**src/rtl/rv32i_types.sv**
```systemverilog
// rtl/rv32i_types.sv - shared types for the data-cache controller
//   dcache_state_t : controller FSM state encoding
package rv32i_types;

    typedef enum logic [2:0] {
        IDLE        = 3'd0,
        HIT_CHECK   = 3'd1,
        WRITEBACK   = 3'd2,
        ALLOCATE    = 3'd3,
        REFILL_WAIT = 3'd4
    } dcache_state_t;

endpackage

```
**src/rtl/dcache_perf_cnt.sv**
```systemverilog
// rtl/dcache_perf_cnt.sv - saturating event counter with synchronous clear
//   clk, rst : clock, asynchronous active-high reset
//   i_inc    : count one event this cycle
//   i_clr    : zero the counter on the next edge (wins over i_inc)
//   o_cnt    : current count, sticks at all-ones
module dcache_perf_cnt #(
    parameter int CNT_W = 32
) (
    input  logic             clk,
    input  logic             rst,
    input  logic             i_inc,
    input  logic             i_clr,
    output logic [CNT_W-1:0] o_cnt
);

    logic [CNT_W-1:0] r_cnt;

    always_ff @(posedge clk or posedge rst) begin
        if (rst) begin
            r_cnt <= '0;
        end else if (i_clr) begin
            r_cnt <= '0;
        end else if (i_inc && (r_cnt != {CNT_W{1'b1}})) begin
            r_cnt <= r_cnt + CNT_W'(1);
        end
    end

    assign o_cnt = r_cnt;

endmodule

```
**src/rtl/dcache_control.sv**
```systemverilog
// rtl/dcache_control.sv - data-cache control FSM with performance counters
//   clk, rst                      : clock, asynchronous active-high reset
//   mem_read, mem_write, mem_resp : CPU request / one-cycle completion
//   pmem_read, pmem_write, pmem_resp : line traffic to backing memory
//   is_hit, is_dirty              : datapath status (dirty bit of replace way)
//   is_allocate .. dirty_in       : datapath load / select controls
//   hit_cnt, miss_cnt, wb_cnt     : saturating performance counters
//   perf_clr                      : synchronous counter clear
module dcache_control
    import rv32i_types::*;
#(
    parameter int CNT_W = 32
) (
    input  logic             clk,
    input  logic             rst,
    input  logic             mem_read,
    input  logic             mem_write,
    output logic             mem_resp,
    output logic             pmem_read,
    output logic             pmem_write,
    input  logic             pmem_resp,
    input  logic             is_hit,
    input  logic             is_dirty,
    output logic             is_allocate,
    output logic             use_replace,
    output logic             load_data,
    output logic             load_tag,
    output logic             load_dirty,
    output logic             load_valid,
    output logic             load_plru,
    output logic             valid_in,
    output logic             dirty_in,
    output logic [CNT_W-1:0] hit_cnt,
    output logic [CNT_W-1:0] miss_cnt,
    output logic [CNT_W-1:0] wb_cnt,
    input  logic             perf_clr
);

    dcache_state_t r_state;
    dcache_state_t w_next_state;
    logic          r_retry;     // current HIT_CHECK is the post-refill retry
    logic          w_req;
    logic          w_hit_inc;
    logic          w_miss_inc;
    logic          w_wb_inc;

    // A simultaneous read+write is served as a write: only mem_write
    // steers the write-hit controls below.
    assign w_req = mem_read | mem_write;

    always_ff @(posedge clk or posedge rst) begin
        if (rst) begin
            r_state <= IDLE;
        end else begin
            r_state <= w_next_state;
        end
    end

    always_ff @(posedge clk or posedge rst) begin
        if (rst) begin
            r_retry <= 1'b0;
        end else if ((r_state == ALLOCATE) && pmem_resp) begin
            r_retry <= 1'b1;
        end else if (r_state == HIT_CHECK) begin
            r_retry <= 1'b0;
        end
    end

    always_comb begin
        w_next_state = r_state;
        mem_resp     = 1'b0;
        pmem_read    = 1'b0;
        pmem_write   = 1'b0;
        is_allocate  = 1'b0;
        use_replace  = 1'b0;
        load_data    = 1'b0;
        load_tag     = 1'b0;
        load_dirty   = 1'b0;
        load_valid   = 1'b0;
        load_plru    = 1'b0;
        valid_in     = 1'b0;
        dirty_in     = 1'b0;
        w_hit_inc    = 1'b0;
        w_miss_inc   = 1'b0;
        w_wb_inc     = 1'b0;

        case (r_state)
            IDLE: begin
                // One cycle here lets the tag/data SRAM read complete.
                if (w_req) begin
                    w_next_state = HIT_CHECK;
                end
            end
            HIT_CHECK: begin
                if (!w_req) begin
                    // Request dropped early: abandon it silently.
                    w_next_state = IDLE;
                end else if (is_hit) begin
                    mem_resp     = 1'b1;
                    load_plru    = 1'b1;
                    w_hit_inc    = ~r_retry;
                    w_next_state = IDLE;
                    if (mem_write) begin
                        load_data  = 1'b1;
                        load_dirty = 1'b1;
                        dirty_in   = 1'b1;
                    end
                end else begin
                    use_replace  = 1'b1;
                    w_miss_inc   = 1'b1;
                    w_next_state = is_dirty ? WRITEBACK : ALLOCATE;
                end
            end
            WRITEBACK: begin
                pmem_write  = 1'b1;
                use_replace = 1'b1;
                if (pmem_resp) begin
                    w_wb_inc     = 1'b1;
                    w_next_state = ALLOCATE;
                end
            end
            ALLOCATE: begin
                pmem_read   = 1'b1;
                is_allocate = 1'b1;
                use_replace = 1'b1;
                if (pmem_resp) begin
                    // Fill the replace way as a clean, valid line.
                    load_data    = 1'b1;
                    load_tag     = 1'b1;
                    load_valid   = 1'b1;
                    load_dirty   = 1'b1;
                    valid_in     = 1'b1;
                    dirty_in     = 1'b0;
                    w_next_state = REFILL_WAIT;
                end
            end
            REFILL_WAIT: begin
                // Give the SRAM a cycle to re-read the freshly filled line.
                w_next_state = HIT_CHECK;
            end
            default: begin
                w_next_state = IDLE;
            end
        endcase
    end

    dcache_perf_cnt #(.CNT_W(CNT_W)) u_hit_cnt (
        .clk   (clk),
        .rst   (rst),
        .i_inc (w_hit_inc),
        .i_clr (perf_clr),
        .o_cnt (hit_cnt)
    );

    dcache_perf_cnt #(.CNT_W(CNT_W)) u_miss_cnt (
        .clk   (clk),
        .rst   (rst),
        .i_inc (w_miss_inc),
        .i_clr (perf_clr),
        .o_cnt (miss_cnt)
    );

    dcache_perf_cnt #(.CNT_W(CNT_W)) u_wb_cnt (
        .clk   (clk),
        .rst   (rst),
        .i_inc (w_wb_inc),
        .i_clr (perf_clr),
        .o_cnt (wb_cnt)
    );

endmodule

```
**config.mk**
```make
export PLATFORM = sky130hd
export DESIGN_NAME = dcache_control
export DESIGN_NICKNAME = d
export VERILOG_FILES = /design/src/rtl/rv32i_types.sv /design/src/rtl/dcache_perf_cnt.sv /design/src/rtl/dcache_control.sv
export SDC_FILE = /design/constraint.sdc
export NUM_CORES = 1
export LEC_CHECK = 0
export ABC_AREA = 0
export ABC_CLOCK_PERIOD_IN_PS = 6040
export BUFFER_PORTS_ARGS = -buffer_cell sky130_fd_sc_hd__buf_2
export CORE_MARGIN = 5
export CORE_UTILIZATION = 60
export DETAILED_ROUTE_END_ITERATION = 10
export PLACE_DENSITY = 0.86
export SETUP_SLACK_MARGIN = 0.2
export SLEW_MARGIN = 20
export SYNTH_ARGS = -nofsm -noshare
export SYNTH_HDL_FRONTEND = slang
export SYNTH_SLANG_ARGS = --single-unit
```
**constraint.sdc**
```tcl
create_clock -name clk -period 6.04 [get_ports clk]
set_input_delay 0.604 -clock clk [delete_from_list [all_inputs] [get_ports clk]]
set_output_delay 0.604 -clock clk [all_outputs]
set_load 0.03 [all_outputs]
```
==> impl_metrics.env, run 1 <==
export IMPL_worstPathArrival_ns=3.07
export IMPL_clockRootBuffer="clkbuf_8"
export IMPL_rsz0062_at_grt="no"
export IMPL_switching_share=0.2978
export IMPL_rr_worst_depth=5
export IMPL_critPathMostFrequentCell="or3_1"
export IMPL_final_util=0.6956
export IMPL_initial_utilization=0.6068
export IMPL_worstPathCellList="nand4bb_1 > or3_1 > or3_1 > nor4b_1 > mux2_2"
export IMPL_crit_fanout=14
export IMPL_power_frac_comb=0.164
export IMPL_synth_top_cells_by_count="dfrtp_1, a21oi_1, nor2_1, nand3_1, or4_1"
export IMPL_drtPass1Iterations=7
export IMPL_die_area_um2=11870
export IMPL_synth_fp_nets=668
export IMPL_crit_family="simple AND/OR/NAND/NOR gates"
export IMPL_io_buffer_count=115
export IMPL_wl_met1_um=6305
export IMPL_grt_pass1_wl_um=25850
export IMPL_htreeDepth=3
export IMPL_nets=757
export IMPL_period_needed_ns=2.813
export IMPL_synth_distinct_cells=56
export IMPL_clock_power_share=0.344
export IMPL_critPathMaxStageDelay_ns=0.52
export IMPL_wirelength_um=15400
export IMPL_die_w_um=109.0
export IMPL_final_hold_violation_count=0
export IMPL_cts_setup_buffers=0
export IMPL_path_class="register to register"
export IMPL_cts_buffers=9
export IMPL_pwr_share_seq=0.493
export IMPL_hpwlAfterDp_um=10650
export IMPL_detailed_place_area_um2=6482
export IMPL_start_kind="register"
export IMPL_final_cells=884
export IMPL_ys_warn_count=0
export IMPL_ioPinCount=116
export IMPL_critPathCaptureType="register"
export IMPL_clk_path_buf_depth=2
export IMPL_peakVddDrop_uv=147.1
export IMPL_core_area_um2=9684
export IMPL_intPower_mw=1.027
export IMPL_globalplace_congestion=0.9389
export IMPL_synth_area_leaders="dfrtp_1, a21oi_1, or4_1, o31ai_1, nor2_1"
export IMPL_setup_viol=0
export IMPL_area_growth_pct=14.63
export IMPL_post_route_period_util=0.4657
export IMPL_drt_iter0_markers=406
export IMPL_diodes=0
export IMPL_leakage_nw=2.873
export IMPL_routedWlPerCell_um=17.42
export IMPL_synth_top_area_share=0.4258
export IMPL_postCtsHoldBufs=0
export IMPL_p_switching_mw=0.4355
export IMPL_postSynthCellCount=657
export IMPL_num_rows=36
export IMPL_critPathBufInv=0
export IMPL_holdCritPathClass="input pin to asynchronous set/reset pin"
export IMPL_track_usage=0.2673
export IMPL_synth_top_area_cell="dfrtp_1"
export IMPL_tritoncts="built"
export IMPL_synth_edf_count=0
export IMPL_ys_seq_area_frac=0.4258
export IMPL_vias_per_cell=6.490
export IMPL_place_inst=867
export IMPL_drv_slew=0
export IMPL_synth_most_common_cell="dfrtp_1"
export IMPL_finClkSkew_ns=0.01281
export IMPL_final_cell_area_um2=6736
export IMPL_met2_length_um=7654
export IMPL_antenna_found_initial=0
export IMPL_ys_ff_latch=100
export IMPL_cp_depth=5
export IMPL_clk_pin_slew_ns=0.09
export IMPL_worstPathRequired_ns=6.29
export IMPL_drive_above_1_share=0.2197
export IMPL_max_cap_violations=0
export IMPL_syn_cell_area_um2=5877
export IMPL_status="finished clean"
export IMPL_die_h_um=109.0
export IMPL_antenna_left=0
export IMPL_numClockSinks=100
export IMPL_critPathSlowestCell="dfrtp_1"
export IMPL_slew_limit_headroom=0.3366
export IMPL_fillCellCount=765
export IMPL_drcViolationCount=0
export IMPL_setup_tns_ns=0
export IMPL_clk_latency_ns=0.36
export IMPL_synth_ff_type="dfrtp_1"
export IMPL_worstMarginPinSlew_ns=0.9860
export IMPL_synthArstFlopShare=1.000
export IMPL_syn_area_per_cell_um2=8.945
export IMPL_highest_layer="met4"
export IMPL_cts_resized=0
export IMPL_fmax_ghz=0.3555
export IMPL_overflow=0
export IMPL_vias=5737
export IMPL_grt_pass1_vias=5441
export IMPL_wl_met3_um=1109
export IMPL_p_per_area_nw_per_um2=217.1
export IMPL_grt_max_degree=87
state kept, by name, indices dropped and copies added (netlist names):
name / flops
u_hit_cnt.o_cnt: 32
u_miss_cnt.o_cnt: 32
u_wb_cnt.o_cnt: 32
r_state: 3
r_retry: 1
cells by family (layout without fill, tap and decap cells):
family,Yosys count,count (layout),share of synthesized area
flops,100,100,0.4258
compound gates,148,148,0.1620
fa+ha+maj,3,3,0.006388
xor+xnor,11,11,0.01639
buf+inv,56,150,0.04088
simple gates,319,319,0.3104
mux,20,20,0.03811
power groups by stage:
stage / combinational, mW / sequential (mW) / clock, mW
3_5_place_dp: 0.237 / 0.732 / 0
3_3_place_gp: 0.231 / 0.727 / 0
4_1_cts: 0.239 / 0.718 / 0.512
2_1_floorplan: 0.202 / 0.722 / 0
5_1_grt: 0.260 / 0.725 / 0.540
6_report: 0.239 / 0.720 / 0.503
final timing paths:
check | start | slack (ns) | end
max | r_state[0]$_DFFE_PP0P_ | 3.23 | u_wb_cnt.o_cnt[27]$_DFFE_PP0P_
min | rst | 0.18 | u_wb_cnt.o_cnt[26]$_DFFE_PP0P_
max reg2reg | r_state[0]$_DFFE_PP0P_ | 3.23 | u_wb_cnt.o_cnt[27]$_DFFE_PP0P_
min reg2reg | r_retry$_DFFE_PP0P_ | 0.55 | r_retry$_DFFE_PP0P_
max in group asynchronous | rst | 4.60 | r_retry$_DFFE_PP0P_
min in group clk | pmem_resp | 0.51 | r_state[1]$_DFFE_PP0P_
layout make-up:
class,count,area (um^2),share of cell area
Multi-Input combinational cell,501,3143,0.4666
Tap cell,133,166.4,0.02470
Timing Repair Buffer,122,638.1,0.09473
Clock inverter,7,115.1,0.01709
Inverter,12,47.55,0.007058
Sequential cell,100,2502,0.3715
Clock buffer,9,123.9,0.01839
per-layer routing:
| layer | vias up | track usage |
|---|---|---|
| li1 | 2700 | - |
| met1 | 2768 | 0.3438 |
| met2 | 238 | 0.4500 |
| met3 | 31 | 0.04737 |
| met4 | 0 | 0.1010 |
| met5 | - | 0 |
stage by stage:
stage               hold WS [ns]  worst slack [ns]  power [mW]
finish                    0.1820             3.227       1.462
global route              0.1884             3.096       1.524
CTS                       0.1797             3.264       1.470
detailed placement        0.5147             3.163      0.9693
global placement          0.5108             3.270      0.9587
floorplan                 0.4789             2.817      0.9244
worst register-to-register path, cell delays in order (launching register included):
cell and delay (ns):
dfrtp_1 0.52, nand4bb_1 0.44, or3_1 0.43, or3_1 0.52, nor4b_1 0.42, mux2_2 0.38
placed cells by master (no fill, tap or decap), drive strengths merged, types with 4 or more instances in the layout:
master	netlist	routed
inv	11	11
xnor2	10	10
dfrtp	100	100
nor2	56	56
nand2	37	37
a211oi	6	6
o31a	5	5
nor4	16	16
or3	19	19
nand4	32	32
o31ai	39	39
and3	15	15
and2	5	5
a31o	4	4
nor4b	5	5
o21ai	14	14
nand3	40	40
and4	12	12
or4	40	40
o21a	6	6
mux2	19	19
nor2b	19	19
clkbuf	33	9
nor3	12	12
a21oi	61	61
buf	11	122
Power figures use the tool's default switching activity.
==> run 2: changes to the inputs <==
--- a/config.mk
+++ b/config.mk
@@ -6,12 +6,12 @@
 export NUM_CORES = 1
 export LEC_CHECK = 0
 export ABC_AREA = 0
-export ABC_CLOCK_PERIOD_IN_PS = 6040
+export ABC_CLOCK_PERIOD_IN_PS = 2300
 export BUFFER_PORTS_ARGS = -buffer_cell sky130_fd_sc_hd__buf_2
 export CORE_MARGIN = 5
-export CORE_UTILIZATION = 60
+export CORE_UTILIZATION = 50
 export DETAILED_ROUTE_END_ITERATION = 10
-export PLACE_DENSITY = 0.86
+export PLACE_DENSITY = 0.76
 export SETUP_SLACK_MARGIN = 0.2
 export SLEW_MARGIN = 20
 export SYNTH_ARGS = -nofsm -noshare
==> constraint.sdc (replaced) <==
create_clock -name clk -period 2.3 [get_ports clk]
set_input_delay 0.23 -clock clk [delete_from_list [all_inputs] [get_ports clk]]
set_output_delay 0.23 -clock clk [all_outputs]
set_load 0.03 [all_outputs]
==> impl_metrics.env, run 2 (same netlist as run 1, synthesis figures left out) <==
export IMPL_overflow=0
export IMPL_numClockSinks=100
export IMPL_io_buffer_count=115
export IMPL_hpwlAfterDp_um=11650
export IMPL_cts_buffers=9
export IMPL_final_hold_violation_count=0
export IMPL_clk_latency_ns=0.36
export IMPL_drt_iter0_markers=483
export IMPL_rr_startpoint="r_state[1]$_DFFE_PP0P_"
export IMPL_worstPathRequired_ns=2.58
export IMPL_die_h_um=118.4
export IMPL_startpoint="r_state[1]$_DFFE_PP0P_"
export IMPL_routedWlPerCell_um=18.44
export IMPL_start_kind="register"
export IMPL_finClkSkew_ns=0.01064
export IMPL_grt_pass1_vias=5820
export IMPL_final_cells=963
export IMPL_drtPass1Iterations=5
export IMPL_track_usage=0.2439
export IMPL_vias=6073
export IMPL_hold_ws_ns=0.02360
export IMPL_antenna_found_initial=0
export IMPL_grtUsageMet1=0.3157
export IMPL_detailed_place_area_um2=7036
export IMPL_grt_max_degree=101
export IMPL_leakage_nw=3.297
export IMPL_vias_per_cell=6.306
export IMPL_worstPathArrival_ns=2.48
export IMPL_multiInputGateArea_um2=3699
export IMPL_grtUsageMet3=0.04776
export IMPL_final_cell_area_um2=7998
export IMPL_regArea_um2=2551
export IMPL_final_util=0.6974
export IMPL_htreeDepth=3
export IMPL_slew_limit_headroom=0.5847
export IMPL_peakVddDrop_uv=432.7
export IMPL_globalplace_congestion=0.9089
export IMPL_ioPinCount=116
export IMPL_fillCellCount=849
export IMPL_clockRootBuffer="clkbuf_16"
export IMPL_setup_tns_ns=0
export IMPL_clk_pin_slew_ns=0.07
export IMPL_die_w_um=118.4
export IMPL_wirelength_um=17750
export IMPL_drcViolationCount=0
export IMPL_core_area_um2=11470
export IMPL_num_rows=39
export IMPL_status="finished clean"
export IMPL_critPathCaptureType="register"
export IMPL_grt_pass1_wl_um=28940
export IMPL_final_common_cell="buf_2"
export IMPL_grt_busiest_layer="met2"
export IMPL_crit_fanout=7
export IMPL_grtUsageMet2=0.4051
export IMPL_rsz0062_at_grt="yes"
export IMPL_postCtsHoldBufs=0
export IMPL_final_cell_mix="buf_2, buf_4, dfrtp_1"
export IMPL_fmax_ghz=0.4547
export IMPL_die_area_um2=14020
export IMPL_setup_viol=0
export IMPL_tritoncts="built"
export IMPL_post_route_period_util=0.9561
export IMPL_nets=826
export IMPL_worstMarginPinSlew_ns=0.6173
export IMPL_diodes=0
export IMPL_p_per_area_nw_per_um2=532.2
export IMPL_max_cap_violations=0
export IMPL_drv_slew=0
export IMPL_clk_path_buf_depth=2
export IMPL_antenna_left=0
export IMPL_initial_utilization=0.5125
export IMPL_area_growth_pct=36.09
export IMPL_holdCritPathClass="input pin to asynchronous set/reset pin"
export IMPL_place_inst=918
export IMPL_period_needed_ns=2.199
export IMPL_path_class="register to register"
export IMPL_drive_above_1_share=0.4146
run 2: cell count changes in the layout (fill, tap and decap cells not counted), sizes merged:
cell,before,now
inv,11,12
bufbuf,0,1
buf,122,189
clkinvlp,2,4
a2111o,1,2
bufinv,3,0
run 2: stage by stage:
stage / power, mW / worst slack [ns]
final: 4.256 / 0.1009
after global routing: 4.428 / 0.04501
after CTS: 4.253 / 0.1229
after detailed placement: 2.637 / -0.02604
after global placement: 2.615 / 0.02760
after floorplan: 2.454 / -0.02204
run 2: path summary, 6_finish.rpt:
check	cells after the start	slack (ns)	endpoint
worst min register to register	2	0.53	r_retry$_DFFE_PP0P_
worst max-delay path	5	0.10	u_miss_cnt.o_cnt[24]$_DFFE_PP0P_
min in group clk	2	0.17	r_state[1]$_DFFE_PP0P_
max in group asynchronous	3	1.84	u_wb_cnt.o_cnt[3]$_DFFE_PP0P_
worst min-delay path	3	0.02	u_wb_cnt.o_cnt[20]$_DFFE_PP0P_
worst max register to register	5	0.10	u_miss_cnt.o_cnt[24]$_DFFE_PP0P_
run 2: routing by layer:
layer | share of wire | routed length (um)
met2 | 0.50 | 8919
met4 | 0.020 | 352
met1 | 0.42 | 7381
met5 | 0 | 0
met3 | 0.062 | 1100
run 2: where the power goes:
group          switching, mW  total (mW)  internal [mW]
Combinational          0.578       0.921          0.344
Sequential            0.0410        1.84           1.80
Clock                  0.741        1.49          0.750
run 2: worst max-delay path, cell delays in order (launching register included):
cell     delay (ns)
dfrtp_1        0.41
or3b_4         0.41
or3_4          0.34
or3_4          0.40
or4_4          0.43
a21oi_2        0.13
run 2: area by class of cell:
type / count / share of cell area
Timing Repair Buffer: 190 / 0.1544
Clock inverter: 7 / 0.007509
Sequential cell: 100 / 0.3190
Multi-Input combinational cell: 502 / 0.4625
Tap cell: 143 / 0.02237
Clock buffer: 9 / 0.02816
Inverter: 12 / 0.006101
run 2: repair_timing:
action,in CTS,in global routing
cloned,2,0
setup buffers,14,13
endpoints found under the setup margin,59,81
gates resized for setup,33,49
pin swaps,13,10
==> run 3: changes to the inputs <==
--- a/config.mk
+++ b/config.mk
@@ -8,10 +8,12 @@
 export ABC_AREA = 0
 export ABC_CLOCK_PERIOD_IN_PS = 2300
 export BUFFER_PORTS_ARGS = -buffer_cell sky130_fd_sc_hd__buf_2
-export CORE_MARGIN = 5
-export CORE_UTILIZATION = 50
+export CELL_PAD_IN_SITES_DETAIL_PLACEMENT = 1
+export CELL_PAD_IN_SITES_GLOBAL_PLACEMENT = 2
+export CORE_MARGIN = 2
+export CORE_UTILIZATION = 30
 export DETAILED_ROUTE_END_ITERATION = 10
-export PLACE_DENSITY = 0.76
+export PLACE_DENSITY_LB_ADDON = 0.1
 export SETUP_SLACK_MARGIN = 0.2
 export SLEW_MARGIN = 20
 export SYNTH_ARGS = -nofsm -noshare
==> impl_metrics.env, run 3 (same netlist as run 1, synthesis figures left out) <==
export IMPL_wl_met1_um=9614
export IMPL_fmax_ghz=0.4463
export IMPL_power_mw=4.568
export IMPL_final_cell_area_um2=8881
export IMPL_grt_max_degree=43
export IMPL_vias_per_cell=5.511
export IMPL_r2r_slack_ns=0.06
export IMPL_hold_ws_ns=-0.02406
export IMPL_drt_iter0_markers=229
export IMPL_post_route_period_util=0.9742
export IMPL_wl_met3_um=665
export IMPL_ioPinCount=116
export IMPL_worstMarginPinSlew_ns=0.7433
export IMPL_place_ws_ns=-0.04254
export IMPL_final_cell_mix="buf_2, buf_4, dfrtp_1"
export IMPL_reg2reg_to="u_wb_cnt.o_cnt[30]$_DFFE_PP0P_"
export IMPL_status="finished with violations"
export IMPL_vias=6293
export IMPL_drtPass1Iterations=4
export IMPL_drv_slew=0
export IMPL_critPathCaptureType="register"
export IMPL_leakage_nw=3.751
export IMPL_rsz0062_at_grt="yes"
export IMPL_diodes=0
export IMPL_met2_length_um=11320
export IMPL_path_class="register to register"
export IMPL_crit_family="simple AND/OR/NAND/NOR gates"
export IMPL_final_common_cell="buf_2"
export IMPL_postCtsHoldBufs=0
export IMPL_cts_buffers=9
export IMPL_die_area_um2=20720
export IMPL_p_per_area_nw_per_um2=514.4
export IMPL_antenna_found_initial=0
export IMPL_clockRootBuffer="clkbuf_16"
export IMPL_crit_fanout=4
export IMPL_final_util=0.4593
export IMPL_clk_latency_ns=0.35
export IMPL_start_kind="register"
export IMPL_setup_viol=0
export IMPL_routedWlPerCell_um=19.16
export IMPL_period_needed_ns=2.241
export IMPL_wirelength_um=21890
export IMPL_slew_limit_headroom=0.5034
export IMPL_die_h_um=144.0
export IMPL_holdCritPathClass="input pin to asynchronous set/reset pin"
export IMPL_drcViolationCount=0
export IMPL_startpoint="u_wb_cnt.o_cnt[1]$_DFFE_PP0P_"
export IMPL_clk_pin_slew_ns=0.07
export IMPL_critPathMostFrequentCell="or4_4"
export IMPL_rr_startpoint="u_wb_cnt.o_cnt[1]$_DFFE_PP0P_"
export IMPL_clk_path_buf_depth=2
export IMPL_htreeDepth=3
export IMPL_num_rows=51
export IMPL_area_growth_pct=51.12
export IMPL_critPathSlowestCell="or4_4"
export IMPL_finClkSkew_ns=0.009088
export IMPL_track_usage=0.2071
export IMPL_io_buffer_count=115
export IMPL_final_hold_violation_count=4
export IMPL_critPathMaxStageDelay_ns=0.56
export IMPL_worstPathRequired_ns=2.58
export IMPL_numClockSinks=100
export IMPL_max_cap_violations=0
export IMPL_grt_pass1_vias=6466
export IMPL_failed_checks="hold timing"
export IMPL_die_w_um=144.0
export IMPL_antenna_left=0
export IMPL_highest_layer="met4"
export IMPL_worstPathCellList="ha_4 > nand4_1 > or4_4 > a211o_4 > or4_4 > a21oi_2"
export IMPL_overflow=0
export IMPL_worst_slack_ns=0.05944
export IMPL_initial_utilization=0.3040
export IMPL_critPathBufInv=0
export IMPL_detailed_place_area_um2=7473
export IMPL_fillCellCount=2248
export IMPL_grt_pass1_wl_um=34030
export IMPL_core_area_um2=19330
export IMPL_peakVddDrop_uv=330.7
export IMPL_tritoncts="built"
export IMPL_rr_worst_depth=6
export IMPL_globalplace_congestion=0.7971
export IMPL_worstPathArrival_ns=2.52
export IMPL_nets=883
export IMPL_hpwlAfterDp_um=14860
export IMPL_drive_above_1_share=0.4914
[run 3: cell count changes in the layout (fill, tap and decap cells not counted), moves of 5 or more]
cell and delta:
buf_4 +35, a21oi_1 -19, a21oi_2 +19, buf_6 +13, or4_1 -9, or4_4 +9
buf_12 +5, nor3_2 -5
[run 3: worst max path at each step]
stage | endpoint | slack (ns) | cells after the start
2_1_floorplan | u_wb_cnt.o_cnt[30]$_DFFE_PP0P_ | -0.02 | 6
3_3_place_gp | u_wb_cnt.o_cnt[27]$_DFFE_PP0P_ | -0.02 | 6
3_5_place_dp | u_wb_cnt.o_cnt[29]$_DFFE_PP0P_ | -0.04 | 6
4_1_cts | u_wb_cnt.o_cnt[30]$_DFFE_PP0P_ | 0.09 | 6
5_1_grt | u_hit_cnt.o_cnt[0]$_DFFE_PP0P_ | -0.02 | 7
6_report | u_wb_cnt.o_cnt[30]$_DFFE_PP0P_ | 0.06 | 6
[run 3: through the flow]
step	cells	TNS, ns
2_1_floorplan	657	-0.02204
3_3_place_gp	1073	-0.05362
4_1_cts	1112	0
6_report	1142	0
3_5_place_dp	1073	-0.1210
5_1_grt	1142	-0.03713
[run 3: timing repair]
| action | in CTS | in global routing |
|---|---|---|
| gates resized for setup | 44 | 100 |
| endpoints found under the hold margin | 0 | 0 |
| pin swaps | 15 | 40 |
| buffers inserted | 19 | 28 |
| gates cloned | 4 | 2 |
| setup endpoints to repair | 67 | 81 |
[run 3: worst reg2reg max path: stages (launching register included)]
cell and delay (ns):
dfrtp_2 0.39, ha_4 0.14, nand4_1 0.12, or4_4 0.56
a211o_4 0.35, or4_4 0.48, a21oi_2 0.12
[run 3: metal layers]
layer / global-route usage / up-vias
met4: 0.05315 / 0
met2: 0.3777 / 94
met5: 0 / -
met1: 0.2556 / 3230
met3: 0.02932 / 22
li1: - / 2947
[run 3: report_power, final]
group,switching (mW),total (mW),internal [mW]
clock network,0.713,1.57,0.857
registers,0.0477,1.85,1.80
logic,0.657,1.15,0.490
[run 3: area by class of cell]
type / instances / area (um^2) / area share
multi-input combinational: 503 / 3855 / 0.4341
inverter: 12 / 48.80 / 0.005495
sequential: 100 / 2554 / 0.2875
tap: 265 / 331.6 / 0.03733
clock inverter: 2 / 16.27 / 0.001832
timing repair buffer: 246 / 1792 / 0.2017
clock buffer: 14 / 284.0 / 0.03198
